`config.mk`:
```
export PLATFORM = sky130hd
export DESIGN_NAME = alu_sequencer
export DESIGN_NICKNAME = d
export VERILOG_FILES = /design/src/rtl/alu_sequencer.sv
export SDC_FILE = /design/constraint.sdc
export NUM_CORES = 1
export LEC_CHECK = 0
export ABC_CLOCK_PERIOD_IN_PS = 1800
export BUFFER_PORTS_ARGS = -buffer_cell sky130_fd_sc_hd__buf_2
export CAP_MARGIN = 10
export CORE_UTILIZATION = 35
export CTS_BUF_LIST = sky130_fd_sc_hd__clkbuf_2 sky130_fd_sc_hd__clkbuf_4 sky130_fd_sc_hd__clkbuf_8
export DETAILED_ROUTE_END_ITERATION = 10
export GPL_ROUTABILITY_DRIVEN = 0
export HOLD_SLACK_MARGIN = 0.12
export SYNTH_ARGS = -nofsm -noshare
export SYNTH_HDL_FRONTEND = slang
export SYNTH_SLANG_ARGS = --single-unit
```
`constraint.sdc`:
```
create_clock -name clk -period 1.8 [get_ports clk]
set_input_delay 0.18 -clock clk [delete_from_list [all_inputs] [get_ports clk]]
set_output_delay 0.18 -clock clk [all_outputs]
set_load 0.01 [all_outputs]
```
`src/rtl/alu_sequencer.sv`:
```
// alu_sequencer: three-state instruction sequencer (IDLE -> EXEC -> WB) driving an
// external combinational ALU and owning a 4 x 8-bit register file.
// Optional feature macro: ALU_SEQ_DIVZERO_TRAP_EN (op 011 with a zero divisor retires
// without a register write and sets the sticky err_flag).
module alu_sequencer #(
    parameter logic [7:0] REG_INIT = 8'h00
) (
    input  logic       clk,
    input  logic       rst_n,
    input  logic       instr_valid,
    input  logic [7:0] instr,
    input  logic [7:0] imm,
    output logic       instr_ready,
    output logic [7:0] alu_operand1,
    output logic [7:0] alu_operand2,
    output logic [3:0] alu_operation,
    input  logic [7:0] alu_result,
    input  logic       alu_carry_out,
    output logic       done,
    output logic [7:0] wb_data,
    output logic       zero_flag,
    output logic       carry_flag,
    output logic       err_flag,
    input  logic [1:0] dbg_sel,
    output logic [7:0] dbg_data
);

    typedef enum logic [1:0] {
        IDLE = 2'd0,
        EXEC = 2'd1,
        WB   = 2'd2
    } state_t;

    state_t     r_state;
    logic [7:0] r_regs [4];
    logic [1:0] r_rd;

    logic [7:0] w_wb_value;
    logic       w_div_trap;

    // Writeback value selection: MOV bypasses the ALU and forwards operand 2.
    always_comb begin
        w_wb_value = (alu_operation[2:0] == 3'b111) ? alu_operand2 : alu_result;
`ifdef ALU_SEQ_DIVZERO_TRAP_EN
        w_div_trap = (alu_operation[2:0] == 3'b011) && (alu_operand2 == 8'h00);
`else
        w_div_trap = 1'b0;
`endif
    end

    assign instr_ready = (r_state == IDLE);
    assign dbg_data    = r_regs[dbg_sel];

`ifndef ALU_SEQ_DIVZERO_TRAP_EN
    assign err_flag = 1'b0;
`endif

    // Sequencer FSM with registered ALU operands, writeback, flags and register file.
    always_ff @(posedge clk or negedge rst_n) begin
        if (!rst_n) begin
            r_state       <= IDLE;
            r_rd          <= 2'd0;
            alu_operand1  <= 8'h00;
            alu_operand2  <= 8'h00;
            alu_operation <= 4'h0;
            wb_data       <= 8'h00;
            done          <= 1'b0;
            zero_flag     <= 1'b0;
            carry_flag    <= 1'b0;
`ifdef ALU_SEQ_DIVZERO_TRAP_EN
            err_flag      <= 1'b0;
`endif
            for (int i = 0; i < 4; i++) begin
                r_regs[i] <= REG_INIT;
            end
        end else begin
            done <= 1'b0;
            unique case (r_state)
                IDLE: begin
                    // Operands are captured here, so dependent instructions need no forwarding.
                    if (instr_valid) begin
                        alu_operand1  <= r_regs[instr[4:3]];
                        alu_operand2  <= instr[0] ? imm : r_regs[instr[2:1]];
                        alu_operation <= {1'b0, instr[7:5]};
                        r_rd          <= instr[4:3];
                        r_state       <= EXEC;
                    end
                end
                EXEC: begin
                    done    <= 1'b1;
                    r_state <= WB;
                    if (w_div_trap) begin
                        wb_data  <= 8'hFF;
`ifdef ALU_SEQ_DIVZERO_TRAP_EN
                        err_flag <= 1'b1;
`endif
                    end else begin
                        r_regs[r_rd] <= w_wb_value;
                        wb_data      <= w_wb_value;
                        zero_flag    <= (w_wb_value == 8'h00);
                        if (alu_operation[2:0] == 3'b000) begin
                            carry_flag <= alu_carry_out;
                        end
                    end
                end
                WB: begin
                    r_state <= IDLE;
                end
                default: begin
                    r_state <= IDLE;
                end
            endcase
        end
    end

endmodule
```
# [Word level (Yosys, flattened, before mapping)]
# Index checks and enable logic that the tools add are counted.
# Widths: inputs -> output; s select.
[word_totals] register_bits=66 input_bits=30 output_inout_bits=41 wordCells=48
[op_classes] magnitude_cmp=5 eq_ne=3 n_mux=17 n_bitwise=4 reduce_logical=6
[ops] cell="$mux 8" count=9
[ops] cell="$bmux 8 s2" count=3
[ops] cell="$bwmux 32" count=1
[ops] cell="$demux 8 s2" count=1
[ops] cell="$ge 3x3->1 const B" count=4
[ops] cell="$not 2->3" count=4
[ops] cell="$logic_not 8->1" count=1
[ops] cell="$pmux 2 s2" count=1
[ops] cell="$reduce_and 2->1" count=2
[ops] cell="$eq 3x3->1 const B" count=1
[ops] cell="$logic_not 3->1" count=1
[ops] cell="$lt 3x1->1 const B" count=1
[ops] cell="$eq 2x1->1 const B" count=1
[ops] cell="$logic_not 2->1" count=1
[ops] cell="$mux 2" count=1
[ops] cell="$ne 2x2->1 const B" count=1
[ops] cell="$logic_and 1x1->1" count=1
[ops] cell="$mux 1" count=1

# [Depth between registers and ports, before layout]
[logic_depth] depth_word=6 mapped_depth=5 mapped_depth_nobuf=4

# [Least setup slack after synthesis]
# OpenSTA, ideal clock, no wires.
[synth_path] kind="register -> register" start="register alu_operand2[5]" end="register zero_flag" setup_ps=69 t_arrival_ps=1454 required_time_ps=1731 setup_slack_ps=277 path_stages_with_launch=4 n_path_buf=0 period_less_slack_ps=1523 path_cell_list="dfrtp_1 > or4_1 > or4_1 > nand3_1"
[synth_between] elab_chain_cells=2
[synth_lines] element="start, declared" line="15" source="output logic [7:0] alu_operand2,"
[synth_lines] element="start signal, assigned" line="83" source="alu_operand2 <= instr[0] ? imm : r_regs[instr[2:1]];"
[synth_lines] element="$mux 8" line="43" source="w_wb_value = (alu_operation[2:0] == 3'b111) ? alu_operand2 : alu_result;"
[synth_lines] element="$logic_not 8->1" line="100" source="zero_flag <= (w_wb_value == 8'h00);"
[synth_lines] element="end signal, assigned" line="100"
[synth_lines] element="end, declared" line="21" source="output logic zero_flag,"
# No other way between the ends.
# A chain may end at the register's enable or synchronous reset.

# [Final worst setup path]
[layout_path] start="register r_regs[2] (netlist name)" end="output dbg_data[2]"
[layout_between] elab_chain_cells=3
[layout_lines] element="start, declared" line="35" source="logic [7:0] r_regs [4];"
[layout_lines] element="start signal, assigned by index" line="98" source="r_regs[r_rd] <= w_wb_value;"
[layout_lines] element="$bmux 8 s2" line="52" source="assign dbg_data = r_regs[dbg_sel];"
[layout_lines] element="$mux 8 (not written as such) (2 in series)" line="52"
[layout_lines] element="end, declared" line="25" source="output logic [7:0] dbg_data"
# No other way between the ends. The select of a mux whose other input is x is not followed.

==> impl_table.tex <==
\begin{tabular}{lr}
\hline
Metric & Value \\
\hline
\multicolumn{2}{l}{\textbf{Synthesis}} \\
\quad Sequential area share after synthesis & 0.5179 \\
\quad Cells taking the most area after synthesis & dfrtp\_1 52\%, mux4\_2 17\%, a21oi\_1 5.0\% \\
\quad Number of different library cells in the post-synthesis netlist & 26 \\
\quad Number of synthesis warnings & 0 \\
\quad Cell count after synthesis & 257 \\
\quad Average size of a mapped cell & 12.41 µm² \\
\quad Post-synthesis cell type with the largest combined area & dfrtp\_1 \\
\quad Proportion of netlist area held by the largest area contributor & 0.5179 \\
\quad Cell area after synthesis & 3189 µm² \\
\quad Number of register bits inferred by synthesis & 66 \\
\multicolumn{2}{l}{\textbf{Setup path}} \\
\quad Nature of the critical path endpoint & primary output \\
\quad Cell type group with the largest total delay on the critical path & multiplexers \\
\quad Number of buffer and inverter stages on the critical path & 1 \\
\quad Critical Path Source Type & flop \\
\quad Critical Path Start & r\_regs[2] \\
\quad Critical R2R Launch & r\_state[1] \\
\quad Critical setup path kind & reg2out \\
\quad Worst Path Required & 1.62 ns \\
\quad Peak per-stage delay on the critical path & 0.51 ns \\
\quad Worst Path Max Fanout & 4 \\
\quad Critical Path AT & 1.43 ns \\
\quad Slowest cell on the critical path & mux4\_2 \\
\quad Sequence of cells on the critical path & mux4\_2, buf\_2 \\
\multicolumn{2}{l}{\textbf{Clock network}} \\
\quad Clock Path Buffers & 2 \\
\quad Clock root buffer master & clkbuf\_8 \\
\quad Maximum level of the CTS H-tree & 3 \\
\quad Clock latency at the later pin of the worst-skew pair & 0.35 ns \\
\quad Clock Sink Count & 66 \\
\quad Register clock-pin slew on the reported worst setup and hold paths & 0.08 ns \\
\quad Clock tree from TritonCTS & built \\
\quad Number of buffers created by CTS & 9 \\
\quad Setup fix buffers added after clock tree synthesis & 0 \\
\multicolumn{2}{l}{\textbf{Power and ir drop}} \\
\quad IR Drop Worst-Case VDD & 0.5571 mV \\
\quad Pwr Density & 1569 nW/µm² \\
\quad Internal power of the cells & 4.218 mW \\
\quad Proportion of power drawn by combinational gates & 0.334 \\
\quad Switching power summed over all nets & 2.111 mW \\
\quad Part of the total power dissipated in the clock network & 0.246 \\
\quad Leakage power & 1.783 nW \\
\quad Switching part of the total power & 0.3336 \\
\quad Sequential Power Share & 0.420 \\
\multicolumn{2}{l}{\textbf{Timing}} \\
\quad Setup-failing EPs final & 0 \\
\quad Max transition margin & 0.6568 \\
\quad Setup WS post-layout & 0.1914 ns \\
\quad Number of hold violations in the final report & 0 \\
\quad Slew at the pin with the worst max-slew slack & 0.5148 ns \\
\quad Tcrit/Tclk final & 0.8937 \\
\quad Setup repair after global routing missed its margin & false \\
\quad Final TNS setup & 0 ns \\
\quad Number of pins exceeding their max-slew limit in the final report & 0 \\
\quad Highest Clock Rate & 621.6 MHz \\
\quad Final min period & 1.609 ns \\
\quad Skew final & 0.01115 ns \\
\multicolumn{2}{l}{\textbf{Floorplan}} \\
\quad Core Region & 8763 µm² \\
\quad Die Span Y & 97.46 µm \\
\quad Number of I/O pins & 71 \\
\quad X dimension of the die & 97.46 µm \\
\quad Cell row count & 34 \\
\quad Die area & 9498 µm² \\
\quad Starting density of the core & 0.3639 \\
\multicolumn{2}{l}{\textbf{Global route}} \\
\quad Peak-usage layer in the global routing report & met2 \\
\quad Initial antenna violation count & 0 \\
\quad Wire length of the first global-routing pass & 12.74 mm \\
\quad Global-route usage over all layers & 0.1788 \\
\quad Global route overflow & 0 \\
\quad Global routing usage on met3 & 0.03309 \\
\quad Via count of the first global-routing pass & 2377 \\
\quad Met1 Resource Use GR & 0.2295 \\
\quad M2 GR Usage & 0.2905 \\
\quad Pin count of the biggest net entering global routing & 28 \\
\multicolumn{2}{l}{\textbf{Route}} \\
\quad Routed via count divided by cell count & 5.192 \\
\quad Post-route DRC violation count & 0 \\
\quad Detailed Routing Iterations Pass 1 & 4 \\
\quad Total routed wirelength & 7.977 mm \\
\quad Antenna viol nets, final & 0 \\
\quad Starting DRT DRC Count & 157 \\
\quad Number of vias after detailed routing & 2331 \\
\quad Average wire per cell in the routed design & 17.77 µm \\
\multicolumn{2}{l}{\textbf{Finish}} \\
\quad Most frequent standard cell in the layout excluding fill and tap cells & buf\_2 \\
\quad Nets@finish & 366 \\
\quad Filler cells & 814 \\
\quad Commonest cells after routing, fill and taps aside & 68 x buf\_2, 66 x dfrtp\_1, 33 x nor2\_1 \\
\quad Layout cells sized above 1 & 0.4018 \\
\quad Antenna cell count & 0 \\
\quad Layout overhead on the synthesized area & 26.48\% \\
\multicolumn{2}{l}{\textbf{Worst hold path}} \\
\quad Critical hold path startpoint & imm[6] \\
\quad Type of the worst min-delay path & in2reg \\
\multicolumn{2}{l}{\textbf{Placed design}} \\
\quad HPWL after DPL & 5.677 mm \\
\quad Setup Slack @ Placement & 0.2387 ns \\
\quad Number of port buffers & 68 \\
\multicolumn{2}{l}{\textbf{Run status}} \\
\quad Outcome & complete, no violations \\
\multicolumn{2}{l}{\textbf{Job}} \\
\quad Max-capacitance violation count & 0 \\
\hline
\end{tabular}
-- metal layers --
metal	share of wire	routed length, µm
met1	0.43	3433
met2	0.49	3937
met3	0.048	380
met4	0.028	225
met5	0	0
-- cell usage after synthesis (all sizes together) --
master / n
nor2: 33
dfrtp: 66
nand2b: 1
nor3b: 1
clkbuf: 4
nor4: 3
nand3: 2
nand4: 1
inv: 2
o21ai: 16
a21oi: 32
nor4b: 1
buf: 17
or4: 3
mux2: 14
mux2i: 16
conb: 1
nand2: 17
nand4b: 1
mux4: 24
nor4bb: 2
-- cell families (layout without fill, tap and decap cells) --
family,after synthesis,count (layout),share of synthesized area
AOI/OAI and AO/OA,48,48,0.07532
buffers and inverters,23,106,0.03491
DFF,66,66,0.5178
muxes,54,54,0.2691
other,1,2,0.001176
and+or+nand+nor,65,65,0.1016
-- flip-flops by register name, summed over array words and instances (netlist names) --
register	count
wb_data	8
done	1
r_rd	2
r_regs	32
alu_operand1	8
r_state	2
alu_operand2	8
alu_operation	3
carry_flag	1
zero_flag	1
-- cell type report --
class	instances	area, µm²	area share
clock buffers	10	137.6	0.03412
clock inverters	6	113.9	0.02823
inverters	2	7.507	0.001861
multi-input cells	169	1448	0.3589
flip-flops and latches	66	1652	0.4094
well taps	108	135.1	0.03350
repair buffers	88	540.5	0.1340
-- power groups by stage --
stage                     clock [mW]  sequential [mW]  combinational, mW
after floorplan                    0             2.66               1.28
after global placement             0             2.63               2.11
after detailed placement           0             2.67               2.13
after CTS                       1.59             2.66               2.15
after global routing            1.64             2.76               2.32
final                           1.56             2.66               2.12
-- stage by stage --
stage / utilization / area (µm²) / power (mW) / cells / hold slack, ns
final: 0.4603 / 4034 / 6.330 / 449 / 0.1485
after global routing: 0.4603 / 4034 / 6.716 / 449 / 0.1453
after CTS: 0.4603 / 4034 / 6.395 / 449 / 0.1420
after detailed placement: 0.4259 / 3732 / 4.807 / 428 / 0.1773
after global placement: 0.4259 / 3732 / 4.740 / 428 / 0.1620
after floorplan: - / 3193 / 3.943 / 258 / -0.1156
-- path summary, 6_finish.rpt --
kind / slack (ns) / to / depth (start not counted)
max: 0.19 / dbg_data[2] / 2
min: 0.15 / alu_operand2[6] / 3
max reg2reg: 0.24 / alu_operand1[1] / 3
min reg2reg: 0.48 / zero_flag / 2
max in group asynchronous: 0.93 / r_regs[23] / 3
min in group asynchronous: 0.34 / carry_flag / 2
-- worst reg2reg max path, delay by kind of cell (launching register included) --
family / cells / cell delay (ns)
DFF: 1 / 0.49
and+or+nand+nor: 1 / 0.37
muxes: 1 / 0.34
buffers and inverters: 1 / 0.24
-- repair_timing --
item                                   in CTS  in global routing
resized for setup                           0                  0
setup endpoints to repair                   0                  0
endpoints found under the hold margin      21                  0
hold buffers                                5                  0
(Power assumes the default switching activity.)
